## src/rtl/mem_arbiter.sv

```systemverilog
// Two-port arbiter for the nano CPU 256x16 memory with lock windows.
// Define ARB_RR_EN for round-robin ties; fixed port-0 priority otherwise.
module mem_arbiter #(
  parameter int AW       = 8,
  parameter int DW       = 16,
  parameter int MAX_LOCK = 4
) (
  input  logic          ck,
  input  logic          rst,
  input  logic          req0,
  input  logic          req1,
  input  logic          lock0,
  input  logic          lock1,
  input  logic          we0,
  input  logic          we1,
  input  logic [AW-1:0] addr0,
  input  logic [AW-1:0] addr1,
  input  logic [DW-1:0] wdata0,
  input  logic [DW-1:0] wdata1,
  output logic          gnt0,
  output logic          gnt1,
  output logic          rvalid0,
  output logic          rvalid1,
  output logic [DW-1:0] rdata0,
  output logic [DW-1:0] rdata1,
  output logic          mem_ce,
  output logic          mem_we,
  output logic [AW-1:0] mem_addr,
  output logic [DW-1:0] mem_wdata,
  input  logic [DW-1:0] mem_rdata
);

  typedef enum logic [1:0] {
    IDLE = 2'd0,
    OWN0 = 2'd1,
    OWN1 = 2'd2
  } state_t;

  localparam logic [7:0] LAST_CNT = 8'(MAX_LOCK - 1);

  state_t     r_state, w_nstate;
  logic       r_last, w_nlast;
  logic       r_force, w_nforce;
  logic [7:0] r_cnt, w_ncnt;
  logic       w_g0, w_g1, w_pick1;

  always_ff @(posedge ck) begin
    if (rst) begin
      r_state <= IDLE;
      r_last  <= 1'b1;
      r_force <= 1'b0;
      r_cnt   <= 8'd0;
      rvalid0 <= 1'b0;
      rvalid1 <= 1'b0;
      rdata0  <= '0;
      rdata1  <= '0;
    end else begin
      r_state <= w_nstate;
      r_last  <= w_nlast;
      r_force <= w_nforce;
      r_cnt   <= w_ncnt;
      rvalid0 <= w_g0 & ~we0;
      rvalid1 <= w_g1 & ~we1;
      if (w_g0 && !we0) rdata0 <= mem_rdata;
      if (w_g1 && !we1) rdata1 <= mem_rdata;
    end
  end

  always_comb begin
    w_nstate = r_state;
    w_nlast  = r_last;
    w_nforce = r_force;
    w_ncnt   = r_cnt;
    w_g0     = 1'b0;
    w_g1     = 1'b0;
    w_pick1  = 1'b0;
    unique case (r_state)
      IDLE: begin
        if (req0 && req1) begin
          // a forced turn goes to the port that did not just own
          if (r_force) w_pick1 = ~r_last;
          else begin
`ifdef ARB_RR_EN
            w_pick1 = ~r_last;
`else
            w_pick1 = 1'b0;
`endif
          end
          w_g0 = ~w_pick1;
          w_g1 = w_pick1;
        end else begin
          w_g0 = req0;
          w_g1 = req1;
        end
        if (w_g0 || w_g1) begin
          w_nforce = 1'b0;
          w_nlast  = w_g1;
        end
        if (w_g0 && lock0) begin
          w_nstate = OWN0;
          w_ncnt   = 8'd1;
        end else if (w_g1 && lock1) begin
          w_nstate = OWN1;
          w_ncnt   = 8'd1;
        end
      end
      OWN0: begin
        w_g0   = req0;
        w_ncnt = r_cnt + 8'd1;
        if (req0) w_nlast = 1'b0;
        if (r_cnt == LAST_CNT) begin
          w_nstate = IDLE;
          w_nforce = 1'b1;
          w_ncnt   = 8'd0;
        end else if (!lock0) begin
          w_nstate = IDLE;
          w_ncnt   = 8'd0;
        end
      end
      OWN1: begin
        w_g1   = req1;
        w_ncnt = r_cnt + 8'd1;
        if (req1) w_nlast = 1'b1;
        if (r_cnt == LAST_CNT) begin
          w_nstate = IDLE;
          w_nforce = 1'b1;
          w_ncnt   = 8'd0;
        end else if (!lock1) begin
          w_nstate = IDLE;
          w_ncnt   = 8'd0;
        end
      end
      default: begin
        w_nstate = IDLE;
        w_ncnt   = 8'd0;
      end
    endcase
  end

  assign gnt0      = w_g0 & ~rst;
  assign gnt1      = w_g1 & ~rst;
  assign mem_ce    = gnt0 | gnt1;
  assign mem_we    = (gnt0 & we0) | (gnt1 & we1);
  assign mem_addr  = gnt0 ? addr0 : (gnt1 ? addr1 : '0);
  assign mem_wdata = gnt0 ? wdata0 : (gnt1 ? wdata1 : '0);

endmodule

```

## config.mk

```make
export PLATFORM = sky130hd
export DESIGN_NAME = mem_arbiter
export DESIGN_NICKNAME = d
export VERILOG_FILES = /design/src/rtl/mem_arbiter.sv
export SDC_FILE = /design/constraint.sdc
export NUM_CORES = 1
export LEC_CHECK = 0
export CORE_MARGIN = 8
export CORE_UTILIZATION = 35
export DETAILED_ROUTE_END_ITERATION = 16
export PLACE_DENSITY_LB_ADDON = 0.15
export RECOVER_POWER = 25
export SYNTH_ARGS = -nofsm -noshare
export SYNTH_HDL_FRONTEND = slang
export SYNTH_SLANG_ARGS = --single-unit
```

## constraint.sdc

```tcl
create_clock -name ck -period 2.3 [get_ports ck]
set_clock_uncertainty 0.2 [all_clocks]
set_input_delay 0.46 -clock ck [delete_from_list [all_inputs] [get_ports ck]]
set_output_delay 0.46 -clock ck [all_outputs]
set_load 0.03 [all_outputs]
```

==> flow_metrics.env <==
export IMPL_core_rowCount=30
export IMPL_grt_pass1_wl_um=13010
export IMPL_leakagePower_nw=1.824
export IMPL_cts_hold_buf=0
export IMPL_hpwl_um=6455
export IMPL_wl_um=8251
export IMPL_synth_edff_count=0
export IMPL_cts_inserted_buffers=5
export IMPL_worstSetupPathType="in -> out"
export IMPL_cts_tree="yes"
export IMPL_cp_required_ns=1.64
export IMPL_regArea_um2=928.4
export IMPL_period_minus_slack_ns=2.625
export IMPL_diodes=0
export IMPL_initial_core_util_pct=35.52
export IMPL_antenna_found_initial=0
export IMPL_setup_violations=37
export IMPL_wl_per_cell_um=17.30
export IMPL_min_period_over_period_pct=114.1
export IMPL_grt_pass1_vias=2469
export IMPL_hold_class="reg -> reg"
export IMPL_fillers=542
export IMPL_synthArstFlopShare_pct=0
export IMPL_slew_headroom_pct=39.87
export IMPL_rsz0062_at_grt="yes"
export IMPL_fmaxAchievable_ghz=0.3809
export IMPL_vdd_drop_max_mv=0.1982
export IMPL_cp_start_kind="input pin"
export IMPL_comb_power_share_pct=34.7
export IMPL_setup_slack_ns=-0.3251
export IMPL_io_pins=134
export IMPL_clock_path_buffers=2
export IMPL_end_kind="output port"
export IMPL_via_per_inst=5.113
export IMPL_grtUsageTotal_pct=16.44
export IMPL_syn_nets=313
export IMPL_ant_nets=0
export IMPL_multi_input_area_um2=1589
export IMPL_fin_nets=473
export IMPL_yosysTopAreaCell="dfxtp_1"
export IMPL_cp_max_fo=27
export IMPL_dieWidth_um=98.35
export IMPL_htreeDepth=2
export IMPL_maxSlewViolCount=0
export IMPL_finalHoldWorstSlack_ns=0.2971
export IMPL_p_clk_share_pct=24.6
export IMPL_seq_power_share_pct=40.7
export IMPL_die_h_um=98.35
export IMPL_status="complete, but fails checks"
export IMPL_placed_cells=465
export IMPL_tightest_slew_ns=0.9019
export IMPL_syn_inst=236
export IMPL_finalHoldViolCount=0
export IMPL_yosysSeqAreaShare_pct=38.80
export IMPL_synthesis_area_um2=2374
export IMPL_ys_ff_latch=46
export IMPL_syn_area_per_cell_um2=10.06
export IMPL_place_congestion=0.8336
export IMPL_root_buffer="clkbuf_8"
export IMPL_grt_max_degree=47
export IMPL_yosysWarnings=0
export IMPL_reg2reg_depth=6
export IMPL_p_sw_share_pct=31.38
export IMPL_switchingPower_uw=655.0
export IMPL_drt_first_pass_iters=4
export IMPL_clkTransAtPathRegs_ns=0.09
export IMPL_finalNonFillerCells=477
export IMPL_initialDrtViolationCount=92
export IMPL_power_density_nw_per_um2=474.1
export IMPL_intPower_mw=1.432
export IMPL_vias=2439
export IMPL_clkLatencyLatePin_ns=0.30
export IMPL_hold_depth=2
export IMPL_violations="negative setup slack"
export IMPL_drc=0
export IMPL_tns_ns=-9.726
export IMPL_fp_coreArea_um2=6681
export IMPL_critical_path_arrival_ns=1.97
export IMPL_portBuffers=133
export IMPL_yosys_most_used_dff="dfxtp_1"
export IMPL_gr_total_overflow=0
export IMPL_yosysTopAreaCellShare_pct=38.80
export IMPL_dieArea_um2=9673
export IMPL_area_delta_synth_final_pct=85.50
export IMPL_synth_cell_types=53
export IMPL_synth_area_top_cells="dfxtp_1 39%, mux2i_1 14%, a22o_1 11%"
export IMPL_drv_cap=0
export IMPL_drive_gt1_share_pct=30.23
export IMPL_clock_sinks=46
[worst max-delay path, cell delays in order]
cell and delay, ns:
dlygate4sd3_1 0.57, clkbuf_1 0.17, nor3_4 0.21, buf_12 0.23, a22o_1 0.19, buf_6 0.13
[synth_stat cells (all sizes together) (2+ instances only)]
cell type	instances
nand2b	4
ha	5
nor2	39
dfxtp	46
inv	6
and3	4
and2b	3
buf	9
or3b	2
clkbuf	4
nor3	3
o32ai	6
o21ai	8
a21oi	4
a22o	32
nand2	3
a21o	3
mux2i	33
a21boi	2
[registers in the layout (all words and copies together), names as in the netlist]
register / flops
r_cnt: 8
r_force: 1
r_last: 1
r_state: 2
rdata0: 16
rdata1: 16
rvalid0: 1
rvalid1: 1
[cell families (layout without fill, tap and decap cells)]
kind of cell               count (synthesis)  count (layout)  share of synthesized area (%)
muxes                                     33              33                          13.92
buffers and inverters                     19             180                          5.008
AOI/OAI and AO/OA                         64              64                          23.51
DFF                                       46              46                          38.80
adders and majority gates                  5               5                          2.636
and+or+nand+nor                           69              69                          16.13
[area by class of cell]
cell class              count  area share, %
inverters                   6         0.6820
clock buffers               5          1.563
multi-input cells         171          36.09
clock inverters             3         0.5399
repair buffers            166          37.77
flip-flops and latches     46          21.09
well taps                  80          2.273
[path summary, 6_finish.rpt]
kind,startpoint,slack (ns),endpoint
hold reg to reg,rdata0[14],0.30,rdata0[14]
setup reg to reg,r_cnt[1],0.15,r_cnt[2]
setup / recovery,rst,-0.33,mem_addr[1]
hold / removal,rdata0[14],0.30,rdata0[14]
[power groups by stage]
stage | registers, mW | clock network (mW) | logic (mW)
after global placement | 0.867 | 0 | 0.679
after floorplan | 0.922 | 0 | 0.311
after CTS | 0.850 | 0.530 | 0.740
after global routing | 0.855 | 0.562 | 0.765
final | 0.849 | 0.514 | 0.724
after detailed placement | 0.868 | 0 | 0.689
[cell usage in the layout, fill, tap and decap left out, drive strengths merged, types with 2 or more instances in the layout]
| cell type | count |
|---|---|
| and3 | 4 |
| inv | 7 |
| buf | 59 |
| o32ai | 6 |
| a21boi | 2 |
| mux2i | 33 |
| dlygate4sd3 | 12 |
| or3b | 2 |
| clkinvlp | 2 |
| nand2 | 3 |
| clkbuf | 7 |
| a22o | 32 |
| nor2 | 39 |
| a21oi | 4 |
| clkdlybuf4s50 | 92 |
| o21ai | 8 |
| dfxtp | 46 |
| nor3 | 3 |
| and2b | 3 |
| a21o | 3 |
| ha | 5 |
| nand2b | 4 |
[stage by stage]
step | worst slack [ns] | instance area (µm²) | power (mW) | utilization [%]
after floorplan | -0.002464 | 2619 | 1.233 | -
after global placement | -0.3753 | 4126 | 1.546 | 61.76
after detailed placement | -0.4163 | 4126 | 1.557 | 61.76
after CTS | -0.3411 | 4446 | 2.121 | 66.54
after global routing | -0.3934 | 4403 | 2.182 | 65.90
final | -0.3251 | 4403 | 2.087 | 65.90
[repair_timing]
| action | 4_1_cts | 5_1_grt |
|---|---|---|
| gates resized for setup | 43 | 4 |
| endpoints found under the setup margin | 28 | 28 |
| setup buffers | 5 | 1 |
| pin swaps | 1 | 4 |
| cloned | 1 | 0 |
[per-layer routing]
layer  up-vias  GRT usage (%)  share of wire (%)
met3        10          4.196                5.3
met2        65          28.73                 52
met5         -              0                  0
met4         0          4.132               0.98
li1       1196              -                  -
met1      1168          19.43                 41
No activity file was read; power rests on OpenSTA's default activity.
